===== config.mk =====
export PLATFORM = sky130hd
export DESIGN_NAME = imem_uart_loader
export DESIGN_NICKNAME = d
export VERILOG_FILES = /design/src/rtl/imem_uart_loader.sv
export SDC_FILE = /design/constraint.sdc
export NUM_CORES = 1
export LEC_CHECK = 0
export CORE_MARGIN = 8
export CORE_UTILIZATION = 30
export CTS_CLUSTER_SIZE = 14
export DETAILED_ROUTE_END_ITERATION = 10
export MAX_ROUTING_LAYER = met4
export PLACE_DENSITY_LB_ADDON = 0.2
export SLEW_MARGIN = 20
export SYNTH_ARGS = -nofsm -noshare
export SYNTH_HDL_FRONTEND = slang
export SYNTH_SLANG_ARGS = --single-unit

===== constraint.sdc =====
create_clock -name clk -period 5.4 [get_ports clk]
set_input_delay 1.08 -clock clk [delete_from_list [all_inputs] [get_ports clk]]
set_output_delay 1.08 -clock clk [all_outputs]
set_load 0.005 [all_outputs]

===== src/rtl/imem_uart_loader.sv =====
// UART boot loader: receives a framed program image (8N1), assembles little-endian
// words and writes them into the instruction RAM while holding the CPU in reset.
module imem_uart_loader #(
    parameter int CLKS_PER_BIT   = 868,
    parameter int IMEM_AW        = 14,
    parameter int TIMEOUT_CYCLES = 2**20
) (
    input  logic               clk,
    input  logic               reset,
    input  logic               uart_rxd,
    input  logic               load_imem,
    output logic               imem_we,
    output logic [IMEM_AW-1:0] imem_addr,
    output logic [31:0]        imem_wdata,
    output logic               cpu_hold,
    output logic               load_done,
    output logic               load_err
);
    localparam int BTW = $clog2(CLKS_PER_BIT);
    localparam int TMW = $clog2(TIMEOUT_CYCLES + 1);
    localparam logic [BTW-1:0] BIT_LAST  = BTW'(CLKS_PER_BIT - 1);
    localparam logic [BTW-1:0] HALF_LAST = BTW'(CLKS_PER_BIT / 2 - 1);
    localparam logic [TMW-1:0] TMO_LAST  = TMW'(TIMEOUT_CYCLES - 1);
    localparam logic [16:0]    MAX_WORDS = 17'(2**IMEM_AW);

    typedef enum logic [1:0] {RX_IDLE, RX_START, RX_DATA, RX_STOP} rx_state_t;
    typedef enum logic [2:0] {S_IDLE, S_HDR, S_CNT0, S_CNT1, S_DATA, S_CSUM, S_DONE, S_ERR} state_t;

    rx_state_t      rx_state_q;
    logic           rx_meta_q, rx_sync_q, rx_prev_q;
    logic [BTW-1:0] rx_timer_q;
    logic [2:0]     rx_bit_q;
    logic [7:0]     rx_shift_q;
    logic           byte_valid_q, frame_err_q;

    always_ff @(posedge clk or negedge reset) begin
        if (!reset) begin
            rx_meta_q    <= 1'b1;
            rx_sync_q    <= 1'b1;
            rx_prev_q    <= 1'b1;
            rx_state_q   <= RX_IDLE;
            rx_timer_q   <= '0;
            rx_bit_q     <= '0;
            rx_shift_q   <= '0;
            byte_valid_q <= 1'b0;
            frame_err_q  <= 1'b0;
        end else begin
            rx_meta_q    <= uart_rxd;
            rx_sync_q    <= rx_meta_q;
            rx_prev_q    <= rx_sync_q;
            byte_valid_q <= 1'b0;
            frame_err_q  <= 1'b0;
            case (rx_state_q)
                RX_IDLE: begin
                    if (rx_prev_q && !rx_sync_q) begin
                        rx_state_q <= RX_START;
                        rx_timer_q <= HALF_LAST;
                    end
                end
                RX_START: begin
                    // mid-bit re-check rejects short low glitches
                    if (rx_timer_q != '0) begin
                        rx_timer_q <= rx_timer_q - BTW'(1);
                    end else if (rx_sync_q) begin
                        rx_state_q <= RX_IDLE;
                    end else begin
                        rx_state_q <= RX_DATA;
                        rx_timer_q <= BIT_LAST;
                        rx_bit_q   <= '0;
                    end
                end
                RX_DATA: begin
                    if (rx_timer_q != '0) begin
                        rx_timer_q <= rx_timer_q - BTW'(1);
                    end else begin
                        rx_shift_q <= {rx_sync_q, rx_shift_q[7:1]};
                        rx_timer_q <= BIT_LAST;
                        rx_bit_q   <= rx_bit_q + 3'd1;
                        if (rx_bit_q == 3'd7) rx_state_q <= RX_STOP;
                    end
                end
                RX_STOP: begin
                    if (rx_timer_q != '0) begin
                        rx_timer_q <= rx_timer_q - BTW'(1);
                    end else begin
                        byte_valid_q <= rx_sync_q;
                        frame_err_q  <= !rx_sync_q;
                        rx_state_q   <= RX_IDLE;
                    end
                end
                default: rx_state_q <= RX_IDLE;
            endcase
        end
    end

    state_t           state_q;
    logic [15:0]      n_q;
    logic [IMEM_AW:0] widx_q;
    logic [1:0]       bcnt_q;
    logic [7:0]       sum_q;
    logic [TMW-1:0]   tmo_q;
    logic [31:0]      wdata_q;
    logic             we_q;
    logic [IMEM_AW-1:0] addr_q;
    logic             hold_q, done_q, err_q;

    logic [7:0]  sum_d;
    logic [16:0] n_d;
    logic        last_word;

    assign sum_d     = sum_q + rx_shift_q;
    assign n_d       = {1'b0, rx_shift_q, n_q[7:0]};
    assign last_word = (17'(widx_q) + 17'd1) == {1'b0, n_q};

    always_ff @(posedge clk or negedge reset) begin
        if (!reset) begin
            state_q <= S_IDLE;
            n_q     <= '0;
            widx_q  <= '0;
            bcnt_q  <= '0;
            sum_q   <= '0;
            tmo_q   <= '0;
            wdata_q <= '0;
            we_q    <= 1'b0;
            addr_q  <= '0;
            hold_q  <= 1'b0;
            done_q  <= 1'b0;
            err_q   <= 1'b0;
        end else begin
            we_q <= 1'b0;
            case (state_q)
                S_IDLE: begin
                    if (load_imem) begin
                        state_q <= S_HDR;
                        hold_q  <= 1'b1;
                        done_q  <= 1'b0;
                        err_q   <= 1'b0;
                    end
                end
                S_DONE: if (!load_imem) state_q <= S_IDLE;
                S_ERR: begin
                    if (!load_imem) begin
                        state_q <= S_IDLE;
                        hold_q  <= 1'b0;
                    end
                end
                default: begin
                    // HDR..CSUM: abort beats framing error beats data beats timeout
                    if (!load_imem) begin
                        state_q <= S_IDLE;
                        hold_q  <= 1'b0;
                        err_q   <= 1'b1;
                    end else if (frame_err_q && state_q != S_HDR) begin
                        state_q <= S_ERR;
                        err_q   <= 1'b1;
                    end else if (byte_valid_q) begin
                        tmo_q <= TMO_LAST;
                        sum_q <= sum_d;
                        case (state_q)
                            S_HDR: begin
                                if (rx_shift_q == 8'hA5) begin
                                    state_q <= S_CNT0;
                                    sum_q   <= '0;
                                end
                            end
                            S_CNT0: begin
                                n_q[7:0] <= rx_shift_q;
                                state_q  <= S_CNT1;
                            end
                            S_CNT1: begin
                                n_q[15:8] <= rx_shift_q;
                                if (n_d > MAX_WORDS) begin
                                    state_q <= S_ERR;
                                    err_q   <= 1'b1;
                                end else if (n_d == 17'd0) begin
                                    state_q <= S_CSUM;
                                end else begin
                                    state_q <= S_DATA;
                                    widx_q  <= '0;
                                    bcnt_q  <= '0;
                                end
                            end
                            S_DATA: begin
                                wdata_q <= {rx_shift_q, wdata_q[31:8]};
                                bcnt_q  <= bcnt_q + 2'd1;
                                if (bcnt_q == 2'd3) begin
                                    we_q   <= 1'b1;
                                    addr_q <= widx_q[IMEM_AW-1:0];
                                    widx_q <= widx_q + (IMEM_AW+1)'(1);
                                    if (last_word) state_q <= S_CSUM;
                                end
                            end
                            S_CSUM: begin
                                if (sum_d == 8'd0) begin
                                    state_q <= S_DONE;
                                    hold_q  <= 1'b0;
                                    done_q  <= 1'b1;
                                end else begin
                                    state_q <= S_ERR;
                                    err_q   <= 1'b1;
                                end
                            end
                            default: ;
                        endcase
                    end else if (state_q != S_HDR) begin
                        if (tmo_q == '0) begin
                            state_q <= S_ERR;
                            err_q   <= 1'b1;
                        end else begin
                            tmo_q <= tmo_q - TMW'(1);
                        end
                    end
                end
            endcase
        end
    end

    assign imem_we    = we_q;
    assign imem_addr  = addr_q;
    assign imem_wdata = wdata_q;
    assign cpu_hold   = hold_q;
    assign load_done  = done_q;
    assign load_err   = err_q;

endmodule


After elaboration in Yosys (flattened, before gate mapping):

Cells that the tools add are included.
Widths: inputs -> output; s select.

* input port bits: 4
* output and inout port bits: 50
* register bits: 143
* logic and storage cells: 190

* bitwise operators: 5
* $add $sub $neg: 7
* equal/unequal tests: 44
* mux-type cells: 78
* $lt $le $gt $ge: 1
* reduce and logical (&&, ||, !) cells: 33

Operator list (count)
* $mux 21: 3
* $mux 10: 5
* $mux 15: 3
* $pmux 10 s4: 1
* $mux 3: 13
* $mux 1: 32
* $ne 6x6->1 const B: 5
* $pmux 15 s2: 1
* $ne 2x2->1 const B: 14
* $reduce_and 5->1: 5
* $logic_not 21->1: 1
* $reduce_and 7->1: 3
* $sub 21x1->21 const B: 1
* $mux 2: 9
* $logic_not 17->1: 1
* $add 15x1->16 const B: 1
* $eq 16x16->1: 1
* $gt 16x15->1 const B: 1
* $mux 8: 2
* $reduce_and 8->1: 2
* $add 15x1->15 const B: 1
* $eq 3x3->1 const B: 5
* $pmux 3 s5: 1
* $ne 3x1->1 const B: 4
* other kinds (34): 53

Logic depth before layout (Yosys ltp):

Gate-level depths: netlist of the first run.

* depth in word-level cells: 9
* mapped depth: 10
* gate-level depth less buffers: 9

Least setup slack after synthesis of the first run:

Ideal clock, no wire load.

* path kind: register to register
* start point: register rx_shift_q[0]
* end point: register hold_q, in the netlist cpu_hold
* clock period less this slack: 2.571 ns
* buffers on the path: 0
* setup time: 0.083 ns
* setup slack: 2.829 ns
* required time: 5.317 ns
* arrival: 2.488 ns
* cell stages (with the launch flop): 10
* path through: dfrtp_1 > ha_1 > fa_1 > a211o_1 > and3_1 > o311ai_0 > a2111oi_0 > and3_1 > and3_1 > o21ai_0

* cells in the longest elaborated chain, start to end: 4

RTL lines
* start, declared: RTL line 33 `logic [7:0] rx_shift_q;`
* start signal, assigned: RTL line 76 `rx_shift_q <= {rx_sync_q, rx_shift_q[7:1]};`
* $add 8x8->8: RTL line 111 `assign sum_d = sum_q + rx_shift_q;`
* $logic_not 8->1: RTL line 194 `if (sum_d == 8'd0) begin`
* $ne 3x1->1 (no line)
* $reduce_and 7->1 (no line)
* end signal, assigned: RTL line 126 `hold_q <= 1'b0;`
* end signal, assigned: RTL line 135 `hold_q <= 1'b1;`
* end signal, assigned: RTL line 196 `hold_q <= 1'b0;`
* end, declared: RTL line 105 `logic hold_q, done_q, err_q;`

Every way passes these cells.
A chain may end at the register's enable or synchronous reset.

Worst setup path in the final report of the first run:

* start point: input port load_imem
* end point: register widx_q[10]

* cells in the longest elaborated chain, start to end: 1

RTL lines
* start, declared: RTL line 11 `input logic load_imem,`
* $reduce_and 8->1 (no line)
* end signal, assigned: RTL line 189 `widx_q <= widx_q + (IMEM_AW+1)'(1);`
* end, declared: RTL line 98 `logic [IMEM_AW:0] widx_q;`

Every way passes these cells.

==> impl_metrics.csv, run 1 <==
group,metric,value,unit
status,status,"complete, no violations",
worst_setup_path,cp-start-kind,"input pin",
synthesis,postSynthAreaPerCell,10.00,sq um
timing,fmax,293.2,MHz
timing,worst_clock_skew,0.007956,ns
clock_network,tritoncts,"done",
clock_network,insertion_delay,0.42,ns
worst_setup_path,reg2regPathDepth,9,
detailed_routing,vias_per_cell,5.022,
final_layout,multi_input_area,0.003667,sq mm
flow_run,max-cap-violations,0,
power_and_ir_drop,p_comb_share,23.4,%
final_layout,syn_to_final_growth,19.34,%
global_route,grt_overflow,0,
final_layout,final_area,0.008940,sq mm
power_and_ir_drop,power.leakage,3.978,nW
timing,grt_setup_unrepaired,"false",
power_and_ir_drop,p_sw_share,32.12,%
global_route,grt_pass1_wl,29820,microns
global_route,grtUsageTotal,12.16,%
detailed_routing,vias,5680,
detailed_routing,drtIter0Drc,433,
final_layout,finalNonFillerCells,1131,
hold_path,hold_depth,0,
clock_network,cts_setup_buffers,0,
die,initial_core_util,30.18,%
placed_design,dpl.cell_count,1101,
synthesis,synth-seq-cells,143,
final_layout,n_fill_cell,2522,
synthesis,yosysSeqAreaShare,47.82,%
detailed_routing,ant_nets,0,
die,coreArea,0.02482,sq mm
power_and_ir_drop,internal_power,0.002306,W
synthesis,synth_top_area_share,46.77,%
synthesis,yosysTopAreaCell,"dfrtp_1",
die,die_x,174.0,microns
worst_setup_path,worstPathMaxFanout,36,
synthesis,synth_area,0.007491,sq mm
timing,finalSetupTns,0,ns
power_and_ir_drop,total_power,0.003397,W
clock_network,htree_levels,4,
clock_network,ctsResizeCount,0,
detailed_routing,drc,0,
timing,worst_slew_pin_slew,1.022,ns
final_layout,drive_above_1_share,14.23,%
timing,finalSetupViolations,0,
worst_setup_path,crit_required,5.71,ns
clock_network,clkSinkCount,143,
timing,finalHoldViolations,0,
placed_design,postPlaceCellArea,0.008318,sq mm
final_layout,n_antenna_cell,0,
synthesis,synthArstFlopShare,100.0,%
global_route,grt_max_degree,107,
placed_design,hpwl,11650,microns
clock_network,clk_pin_slew_worst_paths,0.06,ns
synthesis,synth.area.top_cells,"dfrtp_1 47%, mux2_2 8.3%, nand2_1 5.0%, o21ai_0 4.1%, ha_1 3.0%",
synthesis,synth_fp_nets,772,
power_and_ir_drop,powerDensity,380.0,mW/mm^2
final_layout,final_nets,813,
timing,slew_viol_final,0,
timing,period_needed,3.411,ns
placed_design,gp_congestion,0.7971,
synthesis,synth.distinct_cells,74,
timing,finalCritPeriodShare,63.16,%
detailed_routing,drtPass1Iterations,4,
die,std_cell_rows,58,
die,dieArea,0.03028,sq mm
global_route,grt_antenna_before_repair,0,
power_and_ir_drop,p_sw,0.001091,W
worst_setup_path,cp.arrival,3.72,ns
clock_network,cts_buffers,17,
global_route,grt_pass1_vias,5569,
worst_setup_path,worst-setup-path-type,"input pin to flip-flop",
clock_network,clk_path_buf_depth,2,
timing,slew_headroom,31.30,%
detailed_routing,route.final.wire_length,17270,microns
power_and_ir_drop,power.share.sequential,40.0,%
die,pin_count,54,
final_layout,register_area,0.003582,sq mm
die,dieHeight,174.0,microns
placed_design,portBuffers,53,
synthesis,synth_edf_count,0,
synthesis,synth_flop_cell,"dfrtp_1",
worst_setup_path,crit_path_end_kind,"flip-flop",
clock_network,cts-root-buf,"clkbuf_16",
synthesis,ys_warn_count,0,
power_and_ir_drop,pwr-share-clk,36.6,%
final_layout,most-common-layout-cells,"140 x dfrtp_1, 99 x nand2_1, 61 x o21ai_0, 55 x mux2_2, 52 x clkdlybuf4s50_1",
final_layout,layout_commonest_cell,"dfrtp_1",
worst_setup_path,rrSetupSlack,2.14,ns
clock_network,hold_buffers,0,
detailed_routing,wl_per_cell,15.27,microns
hold_path,hold_class,"flip-flop to flip-flop",
power_and_ir_drop,ir_drop,0.1998,mV
synthesis,syn_inst,749,
==> synthesized netlist by cell type, types with 11 or more instances <==
master / n
a21oi_1: 29
nand2b_1: 11
nand3_1: 12
inv_1: 23
or3_1: 11
mux2_2: 55
nor4_1: 15
nand2_1: 99
o21ai_0: 61
ha_1: 18
clkbuf_1: 25
xnor2_1: 25
dfrtp_1: 140
nor3_1: 22
nor2_1: 43
==> worst max-delay path, cell delays in order <==
cell,delay (ns)
clkdlybuf4s50_1,0.69
inv_1,0.24
nor3_4,0.06
nand2_1,0.08
buf_4,0.34
inv_1,0.11
o21ai_1,0.78
o21ai_0,0.22
o41ai_1,0.11
==> cells by family (layout without fill, tap and decap cells) <==
| kind of cell | after synthesis | after routing | synth area share (%) |
|---|---|---|---|
| mux | 58 | 58 | 8.669 |
| flops | 143 | 143 | 47.82 |
| compound gates | 166 | 166 | 14.36 |
| xor+xnor | 34 | 34 | 3.975 |
| fa+ha+maj | 19 | 19 | 3.274 |
| simple gates | 270 | 270 | 18.59 |
| buf+inv | 59 | 111 | 3.307 |
==> stage by stage <==
step,setup slack [ns],utilization (%),hold WS [ns]
2_1_floorplan,2.829,-,0.3452
3_3_place_gp,1.584,33.51,0.3470
3_5_place_dp,1.562,33.51,0.3468
4_1_cts,2.012,36.01,0.3549
5_1_grt,1.716,36.02,0.3583
6_report,1.989,36.02,0.3539
==> per-layer routing <==
layer  GRT usage, %  vias to the layer above  wire length [microns]
met3          2.972                        8                    554
met4          2.779                        0                    119
li1               -                     2793                      -
met1          15.74                     2803                   8350
met2          18.98                       76                   8245
met5              -                        -                      0
==> power groups by stage <==
| stage | registers, W | clock network (W) | logic, W |
|---|---|---|---|
| 2_1_floorplan | 0.00131 | 0 | 0.000670 |
| 3_3_place_gp | 0.00138 | 0 | 0.000793 |
| 3_5_place_dp | 0.00137 | 0 | 0.000794 |
| 4_1_cts | 0.00136 | 0.00128 | 0.000798 |
| 5_1_grt | 0.00138 | 0.00133 | 0.000907 |
| 6_report | 0.00136 | 0.00124 | 0.000794 |
==> flip-flops by register name, indices dropped and copies added, names as in the netlist, named ones only <==
name / cells
rx_prev_q: 1
load_err: 1
load_done: 1
imem_we: 1
n_q: 16
imem_wdata: 32
rx_state_q: 1
sum_q: 8
rx_shift_q: 8
rx_meta_q: 1
rx_timer_q: 10
bcnt_q: 2
tmo_q: 21
cpu_hold: 1
rx_sync_q: 1
frame_err_q: 1
state_q: 3
imem_addr: 14
widx_q: 15
rx_bit_q: 3
byte_valid_q: 1
==> cell type report <==
cell class / instances / area share (%)
clock buffers: 20 / 5.108
clock inverters: 10 / 1.819
inverters: 23 / 0.9657
multi-input cells: 547 / 41.02
flip-flops and latches: 143 / 40.07
well taps: 330 / 4.619
repair buffers: 58 / 6.396
==> path summary, 6_finish.rpt <==
check | from | end
max | load_imem | widx_q[10]$_DFFE_PN0P_
min | rx_meta_q$_DFF_PN1_ | rx_sync_q$_DFF_PN1_
max reg2reg | rx_shift_q[0]$_DFFE_PN0P_ | cpu_hold$_DFFE_PN0P_
min reg2reg | rx_meta_q$_DFF_PN1_ | rx_sync_q$_DFF_PN1_
max in group asynchronous | reset | rx_meta_q$_DFF_PN1_
min in group asynchronous | reset | imem_addr[12]$_DFFE_PN0P_
(Power assumes the default switching activity.)
==> run 2, diff against run 1 <==
==> constraint.sdc (replaced) <==
create_clock -name clk -period 3.4 [get_ports clk]
set_input_delay 0.68 -clock clk [delete_from_list [all_inputs] [get_ports clk]]
set_output_delay 0.68 -clock clk [all_outputs]
set_load 0.005 [all_outputs]
==> run 2 against run 1 <==
Effect of this change:
- total power grew 57%
- die area did not move
- clock skew grew 0.0023 ns
==> impl_metrics.csv, run 2 (synthesized netlist as in run 1, its figures left out) <==
group,metric,value,unit
global_route,grtUsageTotal,12.24,%
global_route,grt_pass1_wl,30220,microns
final_layout,n_antenna_cell,0,
timing,finalSetupTns,0,ns
global_route,grt_pass1_vias,5677,
final_layout,syn_to_final_growth,20.59,%
detailed_routing,drtPass1Iterations,4,
die,std_cell_rows,58,
clock_network,hold_buffers,0,
worst_setup_path,reg2regPathDepth,10,
clock_network,clkSinkCount,143,
die,coreArea,0.02482,sq mm
flow_run,max-cap-violations,0,
worst_setup_path,worstPathMaxFanout,7,
die,initial_core_util,30.18,%
timing,whs,0.3158,ns
worst_setup_path,worstSetupStartpoint,"rx_shift_q[0]$_DFFE_PN0P_",
worst_setup_path,worst-setup-path-type,"flip-flop to flip-flop",
detailed_routing,wl_per_cell,15.28,microns
detailed_routing,vias_per_cell,4.974,
final_layout,layout_commonest_cell,"dfrtp_1",
placed_design,gp_congestion,0.8384,
worst_setup_path,cp.arrival,3.37,ns
die,pin_count,54,
die,die_x,174.0,microns
clock_network,clk_path_buf_depth,2,
timing,worst_slew_pin_slew,1.006,ns
timing,finalCritPeriodShare,88.95,%
global_route,grt_max_degree,82,
clock_network,cts_setup_buffers,0,
clock_network,htree_levels,4,
clock_network,clk_pin_slew_worst_paths,0.07,ns
placed_design,hpwl,12170,microns
timing,grt_setup_unrepaired,"false",
detailed_routing,route.final.wire_length,17500,microns
timing,finalHoldViolations,0,
worst_setup_path,rr_startpoint,"rx_shift_q[0]$_DFFE_PN0P_",
clock_network,cts_buffers,17,
power_and_ir_drop,power.leakage,4.040,nW
detailed_routing,drc,0,
detailed_routing,ant_nets,0,
worst_setup_path,crit_path_end_kind,"flip-flop",
timing,period_needed,3.024,ns
placed_design,portBuffers,53,
status,status,"complete, no violations",
global_route,grt_overflow,0,
clock_network,cts-root-buf,"clkbuf_16",
worst_setup_path,r2r_end,"cpu_hold$_DFFE_PN0P_",
worst_setup_path,cp-start-kind,"flip-flop",
power_and_ir_drop,ir_drop,0.3292,mV
hold_path,hold_class,"input pin to asynchronous set/reset pin",
timing,fmax,330.7,MHz
clock_network,ctsResizeCount,0,
detailed_routing,vias,5695,
timing,slew_headroom,32.45,%
final_layout,drive_above_1_share,15.95,%
final_layout,largest_reg_flops,32,
power_and_ir_drop,powerDensity,592.1,mW/mm^2
detailed_routing,drtIter0Drc,355,
final_layout,final_nets,826,
timing,finalSetupViolations,0,
timing,worst_clock_skew,0.01023,ns
clock_network,tritoncts,"done",
worst_setup_path,crit_path_end,"cpu_hold$_DFFE_PN0P_",
die,dieArea,0.03028,sq mm
die,dieHeight,174.0,microns
worst_setup_path,crit_required,3.74,ns
final_layout,most-common-layout-cells,"140 x dfrtp_1, 99 x nand2_1, 61 x o21ai_0, 55 x mux2_2, 52 x clkdlybuf4s50_1",
timing,slew_viol_final,0,
clock_network,insertion_delay,0.42,ns
worst_setup_path,rrSetupSlack,0.38,ns
global_route,grt_antenna_before_repair,0,
==> run 2: layout make-up <==
class | instances | area (sq um)
Clock buffer | 18 | 439.2
Clock inverter | 13 | 162.7
Fill cell | 2549 | 15790
Inverter | 23 | 86.33
Multi-Input combinational cell | 547 | 3671
Sequential cell | 143 | 3582
Tap cell | 330 | 412.9
Timing Repair Buffer | 71 | 679.4
==> run 2: worst min-delay path by stage <==
stage               slack [ns]  cells after the start                      to
floorplan                 0.35                      0     rx_sync_q$_DFF_PN1_
global placement          0.35                      0     rx_sync_q$_DFF_PN1_
detailed placement        0.35                      0     rx_sync_q$_DFF_PN1_
CTS                       0.35                      1  widx_q[14]$_DFFE_PN0P_
global route              0.37                      1  widx_q[14]$_DFFE_PN0P_
finish                    0.32                      1  widx_q[14]$_DFFE_PN0P_
==> run 2: metal layers <==
metal  vias up  GRT usage [%]  share of wire (%)
li1       2821              -                  -
met1      2788          15.56                 48
met2        69          19.37                 48
met3        17          2.452                2.6
met4         0          3.883                1.5
met5         -              -                  0
==> run 2: per-stage QoR <==
step / power, W / util [%] / instance area, sq um / setup slack (ns) / std cells
6_report: 0.005349 / 36.40 / 9034 / 0.3758 / 1145
5_1_grt: 0.005719 / 36.40 / 9034 / 0.1889 / 1145
4_1_cts: 0.005422 / 36.38 / 9030 / 0.3591 / 1145
3_5_place_dp: 0.003469 / 33.96 / 8428 / 0.2722 / 1114
3_3_place_gp: 0.003468 / 33.96 / 8428 / 0.4175 / 1114
2_1_floorplan: 0.003140 / - / 7491 / 0.8289 / 749
==> run 2: critical path, cell delays in order (launching register included) <==
cell       delay (ns)
dfrtp_1          0.44
ha_1             0.26
fa_1             0.41
a211o_1          0.31
and3_1           0.21
o311ai_0         0.48
a2111oi_0        0.15
buf_4            0.17
and3_1           0.20
and3_1           0.18
o21ai_0          0.14
==> run 2: where the power goes <==
part	switching [W]	leakage [nW]	internal, W
Sequential	0.000256	1.93	0.00190
Clock	0.000748	0.289	0.00117
Combinational	0.000753	1.82	0.000518
Total	0.00176	4.04	0.00359
